### src/rtl/arm_pkg.sv
// rtl/arm_pkg.sv - shared ARM decode constants, ID/EX record types and condition evaluation
package arm_pkg;

    localparam logic [3:0] EXE_NOP = 4'b0000;
    localparam logic [3:0] EXE_MOV = 4'b0001;
    localparam logic [3:0] EXE_ADD = 4'b0010;
    localparam logic [3:0] EXE_ADC = 4'b0011;
    localparam logic [3:0] EXE_SUB = 4'b0100;
    localparam logic [3:0] EXE_SBC = 4'b0101;
    localparam logic [3:0] EXE_AND = 4'b0110;
    localparam logic [3:0] EXE_ORR = 4'b0111;
    localparam logic [3:0] EXE_EOR = 4'b1000;
    localparam logic [3:0] EXE_MVN = 4'b1001;

    localparam logic [3:0] OP_AND = 4'b0000;
    localparam logic [3:0] OP_EOR = 4'b0001;
    localparam logic [3:0] OP_SUB = 4'b0010;
    localparam logic [3:0] OP_ADD = 4'b0100;
    localparam logic [3:0] OP_ADC = 4'b0101;
    localparam logic [3:0] OP_SBC = 4'b0110;
    localparam logic [3:0] OP_TST = 4'b1000;
    localparam logic [3:0] OP_CMP = 4'b1010;
    localparam logic [3:0] OP_ORR = 4'b1100;
    localparam logic [3:0] OP_MOV = 4'b1101;
    localparam logic [3:0] OP_MVN = 4'b1111;

    typedef enum logic [1:0] {
        MODE_DP  = 2'b00,
        MODE_MEM = 2'b01,
        MODE_BR  = 2'b10,
        MODE_UND = 2'b11
    } mode_e;

    localparam logic [3:0] COND_EQ = 4'b0000;
    localparam logic [3:0] COND_NE = 4'b0001;
    localparam logic [3:0] COND_CS = 4'b0010;
    localparam logic [3:0] COND_CC = 4'b0011;
    localparam logic [3:0] COND_MI = 4'b0100;
    localparam logic [3:0] COND_PL = 4'b0101;
    localparam logic [3:0] COND_VS = 4'b0110;
    localparam logic [3:0] COND_VC = 4'b0111;
    localparam logic [3:0] COND_HI = 4'b1000;
    localparam logic [3:0] COND_LS = 4'b1001;
    localparam logic [3:0] COND_GE = 4'b1010;
    localparam logic [3:0] COND_LT = 4'b1011;
    localparam logic [3:0] COND_GT = 4'b1100;
    localparam logic [3:0] COND_LE = 4'b1101;
    localparam logic [3:0] COND_AL = 4'b1110;
    localparam logic [3:0] COND_NV = 4'b1111;

    localparam int FLAG_N = 3;
    localparam int FLAG_Z = 2;
    localparam int FLAG_C = 1;
    localparam int FLAG_V = 0;

    typedef struct packed {
        logic [3:0] exe_cmd;
        logic       mem_r_en;
        logic       mem_w_en;
        logic       wb_en;
        logic       b;
        logic       s;
    } ctrl_t;

    typedef struct packed {
        logic [31:0] pc;
        logic [31:0] val_rn;
        logic [31:0] val_rm;
        logic        imm;
        logic [11:0] shift_operand;
        logic [23:0] signed_imm_24;
        logic [3:0]  dest;
        ctrl_t       ctrl;
    } idex_t;

    function automatic logic cond_pass(input logic [3:0] cond, input logic [3:0] sr);
        logic n, z, c, v;
        n = sr[FLAG_N];
        z = sr[FLAG_Z];
        c = sr[FLAG_C];
        v = sr[FLAG_V];
        case (cond)
            COND_EQ: return z;
            COND_NE: return !z;
            COND_CS: return c;
            COND_CC: return !c;
            COND_MI: return n;
            COND_PL: return !n;
            COND_VS: return v;
            COND_VC: return !v;
            COND_HI: return c && !z;
            COND_LS: return !c || z;
            COND_GE: return n == v;
            COND_LT: return n != v;
            COND_GT: return !z && (n == v);
            COND_LE: return z || (n != v);
            COND_AL: return 1'b1;
            COND_NV: return 1'b0;
            default: return 1'b0;
        endcase
    endfunction

endpackage

### src/rtl/register_file.sv
// rtl/register_file.sv - R0-R14 register file, 2 read / 1 write; REGFILE_BYPASS_EN enables write-through reads
module register_file
    import arm_pkg::*;
(
    input  logic        clk,
    input  logic        rst,
    input  logic [31:0] pc_in,
    input  logic [3:0]  rd_addr1,
    input  logic [3:0]  rd_addr2,
    output logic [31:0] rd_data1,
    output logic [31:0] rd_data2,
    input  logic        wr_en,
    input  logic [3:0]  wr_addr,
    input  logic [31:0] wr_data
);

    logic [31:0] regs_q [15];
    logic [31:0] regs_d [15];

    // R15 is not stored; it reads as the PC presented by fetch
    function automatic logic [31:0] read_port(input logic [3:0] addr);
        if (addr == 4'd15) begin
            return pc_in;
        end
`ifdef REGFILE_BYPASS_EN
        if (wr_en && (addr == wr_addr)) begin
            return wr_data;
        end
`endif
        return regs_q[addr];
    endfunction

    always_comb begin
        regs_d = regs_q;
        if (wr_en && (wr_addr != 4'd15)) begin
            regs_d[wr_addr] = wr_data;
        end
        rd_data1 = read_port(rd_addr1);
        rd_data2 = read_port(rd_addr2);
    end

    always_ff @(posedge clk or negedge rst) begin
        if (!rst) begin
            for (int i = 0; i < 15; i++) begin
                regs_q[i] <= '0;
            end
        end else begin
            regs_q <= regs_d;
        end
    end

endmodule

### src/rtl/id_stage.sv
// rtl/id_stage.sv - ARM instruction decode, condition check and ID/EX register; REGFILE_BYPASS_EN selects regfile write-through
module id_stage
    import arm_pkg::*;
(
    input  logic        clk,
    input  logic        rst,
    input  logic [31:0] pc_in,
    input  logic [31:0] instruction_in,
    input  logic        flush,
    input  logic        freeze,
    input  logic        hazard,
    input  logic [3:0]  sr_in,
    input  logic        wb_en_in,
    input  logic [3:0]  wb_dest,
    input  logic [31:0] wb_value,
    output logic [3:0]  src1,
    output logic [3:0]  src2,
    output logic        two_src,
    output logic [31:0] pc_out,
    output logic [31:0] val_rn,
    output logic [31:0] val_rm,
    output logic        imm,
    output logic [11:0] shift_operand,
    output logic [23:0] signed_imm_24,
    output logic [3:0]  dest,
    output logic [3:0]  exe_cmd,
    output logic        mem_r_en,
    output logic        mem_w_en,
    output logic        wb_en,
    output logic        b,
    output logic        s
);

    mode_e       mode;
    logic [3:0]  opcode;
    logic        is_store;
    ctrl_t       ctrl_dec;
    ctrl_t       ctrl_cond;
    logic [31:0] rd_data1;
    logic [31:0] rd_data2;
    idex_t       idex_d;
    idex_t       idex_q;

    assign mode     = mode_e'(instruction_in[27:26]);
    assign opcode   = instruction_in[24:21];
    assign is_store = (mode == MODE_MEM) && !instruction_in[20];
    assign src1     = instruction_in[19:16];
    assign src2     = is_store ? instruction_in[15:12] : instruction_in[3:0];
    // Uses the decode before the condition gate so the hazard unit sees a stable answer
    assign two_src  = !instruction_in[25] || ctrl_dec.mem_w_en;

    register_file u_register_file (
        .clk      (clk),
        .rst      (rst),
        .pc_in    (pc_in),
        .rd_addr1 (src1),
        .rd_addr2 (src2),
        .rd_data1 (rd_data1),
        .rd_data2 (rd_data2),
        .wr_en    (wb_en_in),
        .wr_addr  (wb_dest),
        .wr_data  (wb_value)
    );

    always_comb begin
        ctrl_dec = '0;
        case (mode)
            MODE_DP: begin
                ctrl_dec.s     = instruction_in[20];
                ctrl_dec.wb_en = 1'b1;
                case (opcode)
                    OP_MOV: ctrl_dec.exe_cmd = EXE_MOV;
                    OP_MVN: ctrl_dec.exe_cmd = EXE_MVN;
                    OP_ADD: ctrl_dec.exe_cmd = EXE_ADD;
                    OP_ADC: ctrl_dec.exe_cmd = EXE_ADC;
                    OP_SUB: ctrl_dec.exe_cmd = EXE_SUB;
                    OP_SBC: ctrl_dec.exe_cmd = EXE_SBC;
                    OP_AND: ctrl_dec.exe_cmd = EXE_AND;
                    OP_ORR: ctrl_dec.exe_cmd = EXE_ORR;
                    OP_EOR: ctrl_dec.exe_cmd = EXE_EOR;
                    OP_CMP: begin
                        ctrl_dec.exe_cmd = EXE_SUB;
                        ctrl_dec.wb_en   = 1'b0;
                        ctrl_dec.s       = 1'b1;
                    end
                    OP_TST: begin
                        ctrl_dec.exe_cmd = EXE_AND;
                        ctrl_dec.wb_en   = 1'b0;
                        ctrl_dec.s       = 1'b1;
                    end
                    default: begin
                        ctrl_dec.exe_cmd = EXE_NOP;
                        ctrl_dec.wb_en   = 1'b0;
                    end
                endcase
            end
            MODE_MEM: begin
                ctrl_dec.exe_cmd  = EXE_ADD;
                ctrl_dec.mem_r_en = instruction_in[20];
                ctrl_dec.mem_w_en = !instruction_in[20];
                ctrl_dec.wb_en    = instruction_in[20];
            end
            MODE_BR:  ctrl_dec.b = 1'b1;
            default:  ctrl_dec = '0;
        endcase
        ctrl_cond = cond_pass(instruction_in[31:28], sr_in) ? ctrl_dec : '0;
    end

    always_comb begin
        idex_d = idex_q;
        if (flush) begin
            idex_d = '0;
        end else if (!freeze) begin
            idex_d.pc            = pc_in;
            idex_d.val_rn        = rd_data1;
            idex_d.val_rm        = rd_data2;
            idex_d.imm           = instruction_in[25];
            idex_d.shift_operand = instruction_in[11:0];
            idex_d.signed_imm_24 = instruction_in[23:0];
            idex_d.dest          = instruction_in[15:12];
            idex_d.ctrl          = hazard ? '0 : ctrl_cond;
        end
    end

    always_ff @(posedge clk or negedge rst) begin
        if (!rst) begin
            idex_q <= '0;
        end else begin
            idex_q <= idex_d;
        end
    end

    assign pc_out        = idex_q.pc;
    assign val_rn        = idex_q.val_rn;
    assign val_rm        = idex_q.val_rm;
    assign imm           = idex_q.imm;
    assign shift_operand = idex_q.shift_operand;
    assign signed_imm_24 = idex_q.signed_imm_24;
    assign dest          = idex_q.dest;
    assign exe_cmd       = idex_q.ctrl.exe_cmd;
    assign mem_r_en      = idex_q.ctrl.mem_r_en;
    assign mem_w_en      = idex_q.ctrl.mem_w_en;
    assign wb_en         = idex_q.ctrl.wb_en;
    assign b             = idex_q.ctrl.b;
    assign s             = idex_q.ctrl.s;

endmodule

### config.mk
export PLATFORM = sky130hd
export DESIGN_NAME = id_stage
export DESIGN_NICKNAME = d
export VERILOG_FILES = /design/src/rtl/arm_pkg.sv /design/src/rtl/register_file.sv /design/src/rtl/id_stage.sv
export SDC_FILE = /design/constraint.sdc
export NUM_CORES = 1
export LEC_CHECK = 0
export CORE_ASPECT_RATIO = 0.8
export CORE_MARGIN = 1.5
export CORE_UTILIZATION = 33
export CTS_BUF_LIST = sky130_fd_sc_hd__clkbuf_8
export CTS_CLUSTER_SIZE = 20
export DETAILED_ROUTE_END_ITERATION = 16
export GPL_TIMING_DRIVEN = 0
export HOLD_SLACK_MARGIN = 0.03
export RECOVER_POWER = 50
export SYNTH_ARGS = -nofsm -noshare
export SYNTH_HDL_FRONTEND = slang
export SYNTH_SLANG_ARGS = --single-unit
### constraint.sdc
create_clock -name clk -period 2.39 [get_ports clk]
set_input_delay 0.478 -clock clk [delete_from_list [all_inputs] [get_ports clk]]
set_output_delay 0.478 -clock clk [all_outputs]
set_load 0.01 [all_outputs]
Word level (Yosys, flattened, before mapping):

Cells that the tools add are included.

* flip-flop bits (word level): 626
* input bits: 110
* word-level logic and storage cells: 118
* output and inout port bits: 155

* reduce and logical (&&, ||, !) cells: 21
* $lt $le $gt $ge: 4
* mux-type cells: 29
* bitwise gates (word level): 3
* equal/unequal tests: 33

Operators with widths (count)
* $bwmux 480: 1
* $mux 146: 2
* $mux 32: 9
* $bmux 32 s4: 2
* $demux 32 s4: 1
* $eq 4x4->1 const B: 15
* $pmux 4 s9: 1
* $eq 4x3->1 const B: 7
* $mux 9: 2
* $pmux 1 s16: 1
* $ge 5x5->1 const B: 3
* $not 4->5: 3
* $eq 4x2->1 const B: 3
* $reduce_or 9->1: 1
* $eq 4x1->1 const B: 2
* $logic_not 4->1: 2
* $pmux 4 s2: 1
* $logic_not 1->1: 6
* $mux 1: 6
* $reduce_or 2->1: 3
* $logic_and 1x1->1: 5
* $lt 5x1->1 const B: 1
* $mux 4: 1
* $ne 4x4->1 const B: 1
* 9 further kinds: 11

Longest topological paths before layout:

Gate-level depths: netlist (run 1).

* depth after elaboration: 10
* mapped depth: 10
* depth with buffers taken out: 7

Modules after synthesis:

From an unflattened synthesis (run 1), not the netlist that was laid out.

* cell total of the unflattened synthesis: 2303
* area total of the unflattened synthesis: 31806.8 µm²

By module, submodules not included
* register_file: seq. area each 12011.5 µm², times used 1, area an instance 26078.8 µm², cells each 1803
* id_stage: seq. area each 3253.1 µm², times used 1, area an instance 5728.0 µm², cells each 500

Least setup slack after synthesis (run 1):

Ideal clock, no wire load.

* kind: input to register
* from: input instruction_in[26]
* to: register idex_q (netlist bit val_rm[4])
* path buffers: 2
* stages: 9
* required time: 2.263 ns
* library setup time: 0.127 ns
* slack: -0.198 ns
* data arrival time: 2.461 ns
* cell sequence: buf_2 -> nor3b_4 -> mux2i_1 -> clkinv_1 -> nor2_1 -> buf_2 -> nand2_1 -> a21oi_1 -> o41ai_2

* longest elaborated chain between the ends: 10
* elaborated cells on any way between the ends: 12
* those cells by class: eq/ne (2); mux (8); bitwise (1); reduce/logical (1)

RTL lines
* from (decl): line id_stage.sv:8 `input logic [31:0] instruction_in,`
* $eq 2x1->1 (*): line id_stage.sv:46 `assign is_store = (mode == MODE_MEM) && !instruction_in[20];`
* $logic_and 1x1->1 (*): line id_stage.sv:46
* $mux 4 (*): line id_stage.sv:48 `assign src2 = is_store ? instruction_in[15:12] : instruction_in[3:0];`
* $not 4->5 (not written as such): line register_file.sv:30 `return regs_q[addr];`
* $bmux 32 s4: line register_file.sv:30
* $mux 32 (not written as such) (2 in series): line register_file.sv:30
* $mux 32 (*): line register_file.sv:30
* $mux 146 (*): line id_stage.sv:113 `end else if (!freeze) begin`
* $mux 146 (*): line id_stage.sv:111 `if (flush) begin`
* to (signal assigned): line id_stage.sv:129 `idex_q <= idex_d;`
* to (decl): line id_stage.sv:42 `idex_t idex_q;`

Every way passes the cells marked *; elsewhere a longest branch is shown, timed or not. The select of a mux whose other input is x is not followed.
A chain may end at the register's enable or synchronous reset.

Final worst setup path (run 1):

* from: input wb_dest[2]
* to: register u_register_file.regs_q[106] (netlist name)

* longest elaborated chain between the ends: 6
* elaborated cells on any way between the ends: 9
* those cells by class: order compare (2); eq/ne (1); mux (3); bitwise (1); reduce/logical (2)

RTL lines
* from (decl): line id_stage.sv:14 `input logic [3:0] wb_dest,`
* $not 4->5 (not written as such): line register_file.sv:36 `regs_d[wr_addr] = wr_data;`
* $ge 5x5->1 (not written as such) / $lt 5x1->1 (equally long branches): line register_file.sv:36
* $logic_and 1x1->1 (not written as such): line register_file.sv:36
* $mux 32 (not written as such): line register_file.sv:36
* $demux 32 s4: line register_file.sv:36
* $bwmux 480: line register_file.sv:36
* to (signal assigned): line register_file.sv:48 `regs_q <= regs_d;`
* to (decl): line register_file.sv:17 `logic [31:0] regs_q [15];`

Parallel ways exist; a longest one is shown, timed or not.

==> results of run 1 <==
[registers in the layout (all words and copies together) (netlist names)]
name,count
u_register_file.regs_q,480
pc_out,32
val_rm,32
val_rn,32
signed_imm_24,13
shift_operand,11
exe_cmd,4
b,1
imm,1
mem_r_en,1
mem_w_en,1
s,1
wb_en,1
[path summary, 6_finish.rpt]
kind	start	to	slack [ns]	cells after the start
min in group asynchronous	rst	u_register_file.regs_q[279]$_DFFE_PN0P_	0.27	2
worst max-delay path	wb_dest[2]	u_register_file.regs_q[106]$_DFFE_PN0P_	-0.14	5
max in group asynchronous	rst	u_register_file.regs_q[450]$_DFFE_PN0P_	0.30	4
worst min-delay path	instruction_in[27]	exe_cmd[1]$_DFFE_PN0P_	0.14	3
worst max register to register	u_register_file.regs_q[330]$_DFFE_PN0P_	val_rn[10]$_DFFE_PN0P_	0.28	4
worst min register to register	val_rn[0]$_DFFE_PN0P_	val_rn[0]$_DFFE_PN0P_	0.48	2
[per-stage QoR]
stage	instances	hold WS (ns)
4_1_cts	4437	0.0300
3_5_place_dp	4236	0.470
5_1_grt	4448	0.106
2_1_floorplan	2679	0.182
6_report	4452	0.138
3_3_place_gp	4230	0.464
[cell families (layout without fill, tap and decap cells)]
kind of cell              Yosys count  count (layout)  synth area share [%]
other                               0               5                     0
buffers and inverters             270             738                  3.78
muxes                             795             795                  33.0
DFF                               610             610                  47.4
AOI/OAI and AO/OA                 340             340                  7.02
xor gates and xnor gates            4               4                 0.109
and+or+nand+nor                   660             660                  8.70
[what timing repair did]
item                                   CTS  global route
pin swaps                                2             5
hold buffers                             1             1
setup endpoints to repair              249           219
buffers inserted                        18             8
gates resized for setup                139           126
cloned                                   0             2
endpoints found under the hold margin   60             1
[synthesized netlist by cell type, types with 19 or more instances]
cell	count
nand2_1	377
nand3_1	123
mux2_2	496
mux4_2	159
buf_4	27
o21ai_0	82
nor2_1	93
a21oi_1	110
dfrtp_1	610
mux2i_1	136
a32oi_1	24
buf_1	35
clkbuf_1	161
buf_2	34
a31oi_1	19
[worst reg2reg max path, cell delays in order, from the launching register on]
cell and delay (ns):
dfrtp_1 0.41, mux4_2 0.46, mux2_2 0.28, o211ai_1 0.62
a21oi_1 0.17
[routing by layer]
| metal | up-vias | track usage, % | routed length [µm] |
|---|---|---|---|
| met5 | - | 0 | 77 |
| met4 | 8 | 10.8 | 5870 |
| met3 | 392 | 12.2 | 21000 |
| met2 | 1961 | 39.3 | 58100 |
| met1 | 13500 | 37.6 | 56200 |
| li1 | 10600 | - | - |
[final cells by class]
| type | count | area (µm²) | area share, % |
|---|---|---|---|
| tap | 1300 | 1630 | 4.14 |
| clock inverter | 53 | 274 | 0.697 |
| sequential | 610 | 15300 | 38.8 |
| timing repair buffer | 287 | 2930 | 7.45 |
| multi-input combinational | 1799 | 15800 | 40.2 |
| clock buffer | 129 | 1780 | 4.52 |
| inverter | 6 | 40.0 | 0.102 |
| antenna | 5 | 12.5 | 0.0318 |
| buffer | 263 | 1570 | 3.99 |
[power by group]
group	switching (mW)	leakage (nW)	total, mW	internal (mW)
logic	3.62	7.82	7.60	3.98
registers	1.74	7.62	14.1	12.4
clock network	4.66	1.19	9.61	4.95
total	10.0	16.6	31.3	21.3
==> results.ini, run 1 <==
[cells_and_area]
mostFrequentLayoutCell = dfrtp_1
utilization_pct = 40.6
fill_cells = 9379
fin_nets = 3179
final_cell_area_um2 = 39300
most-common-layout-cells = dfrtp_1 (607), mux2_2 (495), nand2_1 (377)
syn_to_final_growth_pct = 22.2
layout-drive-gt1-share_pct = 33.4

[clocking]
clock_latency_ns = 0.79
clk_path_buf_depth = 3
clk_pin_slew_ns = 0.06
h-tree-depth = 3
cts-root-buf = clkbuf_8
cts_tree = done
cts_sinks = 610
cts_made_buffers = 102

[yosys]
syn_area_um2 = 32200
synth_ff_type = dfrtp_1
ys_seq_elements = 610
synthesis.nets = 2789
synth_top_area_share_pct = 47.4
syn_inst = 2679
ys_async_sr_fraction_pct = 100
syn_area_per_cell_um2 = 12.0
netlist_top_cells_area = dfrtp_1 (47%), mux2_2 (17%), mux4_2 (11%)
synth_edf_count = 0
ys_warn_count = 0
yosys.area.top_type = dfrtp_1
ys_seq_area_share_pct = 47.4
synthDistinctLibCells = 57

[power]
power_mw = 31.3
p_per_area_nw_per_um2 = 797
p_leak_nw = 16.6
ir_drop_mv = 0.433

[run_status]
outcome = finished, violations left
violations = setup timing

[die]
core_area_um2 = 96700
die_h_um = 282
start_util_pct = 33.3
die_x_um = 352
io_pins = 265
rows = 102
dieArea_um2 = 99400

[critical_path]
critPathBufInv = 2
path_cells = clkdlybuf4s50_1, nand2b_1, nor2_1, clkbuf_1, mux2_2
crit_arrival_ns = 3.16
crit_family = buffers and inverters
slowest_stage = clkbuf_1
cp_max_fo = 10
end_kind = flop
cp-start-kind = input pin
cpPeakStageDelay_ns = 0.93
crit_required_ns = 3.02
crit_type = in2reg

[drt]
drtPass1Iterations = 6
drt-total-wl_mm = 141
num_vias = 26400
wl_per_cell_um = 31.7
vias_per_cell = 5.93
postRouteAntennaNets = 0
drc = 0
drt_iter0_markers = 3603

[placement]
routabilityCongestion = 0.968
hpwlAfterDp_mm = 96.6
place_area_um2 = 36600
io_buffer_count = 251
pre_cts_ws_ns = -2.46

[timing]
fin_worst_skew_ns = 0.0496
max_freq_mhz = 395
finalHoldViolCount = 0
finalSetupViolCount = 53
period_share_pct = 106
slew_violations = 0
setup_tns_ns = -3.43
setup_ws_ns = -0.140
relSlewSlack_pct = 9.76
worst_slew_pin_slew_ns = 1.35
period_needed_ns = 2.53

[grt]
grt_pass1_vias = 25900
antenna_found_initial = 7
grt_pass1_wl_mm = 197
overflow = 0
grt_use_total_pct = 28.0
grt_max_degree = 113

[job]
maxCapViolations = 0

[hold_path]
worstHoldPathType = in2reg

(Power assumes the default switching activity.)
==> inputs of run 2 (changes only) <==
ABC_AREA = 1   (was default)
CORE_UTILIZATION = 45   (was 33)
PLACE_DENSITY = 0.67   (was default)
==> run 2 against run 1 <==
Sequential cell count stayed put. Worst hold slack better by 0.051 ns. Synthesized cell count is 62% higher. Sequential power hardly changed. The flow still finishes with violations (setup timing). Critical path type unchanged. Clock power is 7% higher. First-iteration DRC count is 67% higher. Clock-buffer cell count is 11 higher. Sequential share of layout area is 0.36 points higher. Power is 2.5% higher. Non-clock buffer count is 111 higher. Fmax is 0.27% lower.
==> results.ini, run 2 <==
[timing]
max_freq_mhz = 394  ; -0.27%
setup_ws_ns = -0.147  ; -0.00681 ns
worst_slew_pin_slew_ns = 1.17  ; -0.187 ns
finalSetupViolCount = 34  ; -36%
setup_tns_ns = -1.79  ; +1.64 ns
relSlewSlack_pct = 22.2  ; +12 points
period_needed_ns = 2.54  ; +0.00681 ns
slew_violations = 0  ; unchanged
finalHoldViolCount = 0  ; unchanged
period_share_pct = 106  ; +0.29 points
fin_worst_skew_ns = 0.0437  ; -0.00593 ns

[run_status]
violations = setup timing
outcome = finished, violations left

[cells_and_area]
syn_to_final_growth_pct = 21.8
mostFrequentLayoutCell = nand2_1
largest_reg_flops = 480  ; unchanged
regMostFlops = u_register_file.regs_q
layout-drive-gt1-share_pct = 9.18  ; -24 points
fin_nets = 4853  ; +53%
utilization_pct = 55.3  ; +15 points
fill_cells = 6988  ; -25%
final_cell_area_um2 = 38900  ; -0.94%
most-common-layout-cells = nand2_1 (1418), o21ai_0 (646), dfrtp_1 (610)

[drt]
drt_iter0_markers = 6001  ; +67%
num_vias = 36200  ; +37%
drt-total-wl_mm = 182  ; +29%
vias_per_cell = 6.28  ; +6.0%
drtPass1Iterations = 7  ; +1
postRouteAntennaNets = 0  ; unchanged
wl_per_cell_um = 31.5  ; -0.61%
drc = 0  ; unchanged

[power]
power.switching_mw = 11.8  ; +18%
power_frac_clock_pct = 31.9  ; +1.2 points
p_per_area_nw_per_um2 = 825  ; +3.5%
combPwrFrac_pct = 24.7  ; +0.5 points
p_leak_nw = 18.4  ; +11%
switching_share_pct = 36.9  ; +4.9 points
ir_drop_mv = 0.503  ; +16%
power_mw = 32.1  ; +2.5%
seq_power_share_pct = 43.4  ; -1.7 points
p_int_mw = 20.3  ; -4.9%

[critical_path]
crit_type = in2reg
slowest_stage = buf_2
cp_max_fo = 10  ; unchanged
path_cells = clkdlybuf4s50_1, inv_1, clkbuf_2, buf_2, o211ai_1, nand3_1, nand3_1, nand2_1, nand2_1
cpPeakStageDelay_ns = 0.59  ; -0.34 ns
cp-start-kind = input pin
crit_arrival_ns = 3.20  ; +0.04 ns
end_kind = flop
r2r-start = u_register_file.regs_q[327]$_DFFE_PN0P_
crit_required_ns = 3.05  ; +0.03 ns
startpoint = instruction_in[18]

[die]
rows = 87  ; -15%
die_x_um = 301  ; -15%
io_pins = 265  ; unchanged
die_h_um = 241  ; -14%
dieArea_um2 = 72700  ; -27%
core_area_um2 = 70400  ; -27%
start_util_pct = 45.4  ; +12 points

[yosys]
yosys.area_share.simple_pct = 28.7  ; +20 points
yosys.area.top_type = dfrtp_1
yosys-top-cells-count = nand2_1 (1435), o21ai_0 (652), dfrtp_1 (610)
synth.most_common_cell = nand2_1
synth_edf_count = 0  ; unchanged
ys_warn_count = 0  ; unchanged
netlist_top_cells_area = dfrtp_1 (48%), nand2_1 (17%), o21ai_0 (10%)
synth_top_family_by_area = simple AND/OR/NAND/NOR gates
synth-adder-area-share_pct = 0  ; unchanged
synth_mux_area_share_pct = 0  ; -33 points
synth_top_area_share_pct = 47.7  ; +0.29 points
synth-compound-area-share_pct = 16.2  ; +9.1 points
synthesis.nets = 4461  ; +60%
syn_area_per_cell_um2 = 7.35  ; -39%
synth-xor-area-share_pct = 0.0822  ; -0.027 points
synth_ff_type = dfrtp_1
ys_seq_area_share_pct = 47.7  ; +0.29 points
synthDistinctLibCells = 31  ; -46%
syn_inst = 4351  ; +62%
ys_seq_elements = 610  ; unchanged
ys_async_sr_fraction_pct = 100  ; unchanged
syn_area_um2 = 32000  ; -0.61%

[placement]
place_area_um2 = 35900  ; -1.8%
io_buffer_count = 260  ; +3.6%
routabilityCongestion = 1.09  ; +13%
hpwlAfterDp_mm = 134  ; +38%

[clocking]
cts_sinks = 610  ; unchanged
cts-root-buf = clkbuf_8
cts_tree = done
clk_path_buf_depth = 3  ; unchanged
clk_pin_slew_ns = 0.07  ; about the same
cts_made_buffers = 104  ; +2.0%
h-tree-depth = 3  ; unchanged
clock_latency_ns = 0.81  ; +0.02 ns

[grt]
grt_use_total_pct = 49.3  ; +21 points
overflow = 0  ; unchanged
grt_max_degree = 118  ; +4.4%
grt_pass1_wl_mm = 250  ; +26%
antenna_found_initial = 3  ; -4
grt_pass1_vias = 33100  ; +28%

[job]
maxCapViolations = 0  ; unchanged

[hold_path]
min_from = instruction_in[27]
worstHoldPathType = in2reg

[run 2: area by class of cell]
type,count,area [µm²],share of cell area [%]
inverter,205,769,1.98
antenna,6,15.0,0.0386
tap,934,1170,3.00
clock inverter,50,269,0.691
multi-input combinational,3161,14700,37.7
sequential,610,15300,39.2
buffer,375,1980,5.09
clock buffer,140,1930,4.95
timing repair buffer,286,2880,7.40
[run 2: path summary, 6_finish.rpt]
kind	to	slack, ns	cells past startpoint
worst max-delay path	val_rn[31]$_DFFE_PN0P_	-0.15	9
worst min-delay path	b$_DFFE_PN0P_	0.19	3
worst max register to register	val_rn[7]$_DFFE_PN0P_	0.37	8
worst min register to register	pc_out[2]$_DFFE_PN0P_	0.47	2
max in group asynchronous	u_register_file.regs_q[371]$_DFFE_PN0P_	0.29	4
min in group asynchronous	signed_imm_24[21]$_DFFE_PN0P_	0.22	2
[run 2: per-layer routing]
metal / part of all wire (%) / wire length [µm] / global-route usage [%]
met4: 6.5 / 11800 / 27.8
met3: 18 / 32200 / 27.6
met5: 0.23 / 422 / 4.17
met2: 37 / 67200 / 61.3
met1: 39 / 70200 / 65.6
[run 2: logic make-up (layout without fill, tap and decap cells)]
family / Yosys count / after routing
and+or+nand+nor: 2222 / 2222
AOI/OAI and AO/OA: 936 / 936
DFF: 610 / 610
buffers and inverters: 580 / 1056
xor gates and xnor gates: 3 / 3
other: 0 / 6
[run 2: timing repair]
item / in CTS / in global routing
pin swaps: 6 / 1
hold endpoints to repair: 51 / 0
resized for setup: 251 / 67
endpoints found under the setup margin: 93 / 76
hold buffers: 1 / 0
gates cloned: 0 / 0
setup buffers: 16 / 3
[run 2: power by group through the flow]
stage	logic (mW)	registers [mW]	clock network, mW
global placement	7.10	14.0	0
global route	8.40	14.1	10.6
detailed placement	7.28	13.9	0
CTS	7.46	13.8	10.2
floorplan	3.97	13.5	0
finish	7.92	13.9	10.3
[run 2: worst max-delay path: cells and delay by family]
kind	cells	cell delay, ns
AOI/OAI and AO/OA	1	0.19
buffers and inverters	4	1.89
and+or+nand+nor	4	0.64
[run 2: per-stage QoR]
step | setup slack (ns) | instances | hold WS, ns
3_3_place_gp | -27.69 | 5545 | 0.456
4_1_cts | -0.0109 | 5758 | 0.160
5_1_grt | -0.0224 | 5762 | 0.173
2_1_floorplan | 0.485 | 4351 | 0.182
3_5_place_dp | -1.96 | 5551 | 0.436
6_report | -0.147 | 5767 | 0.189
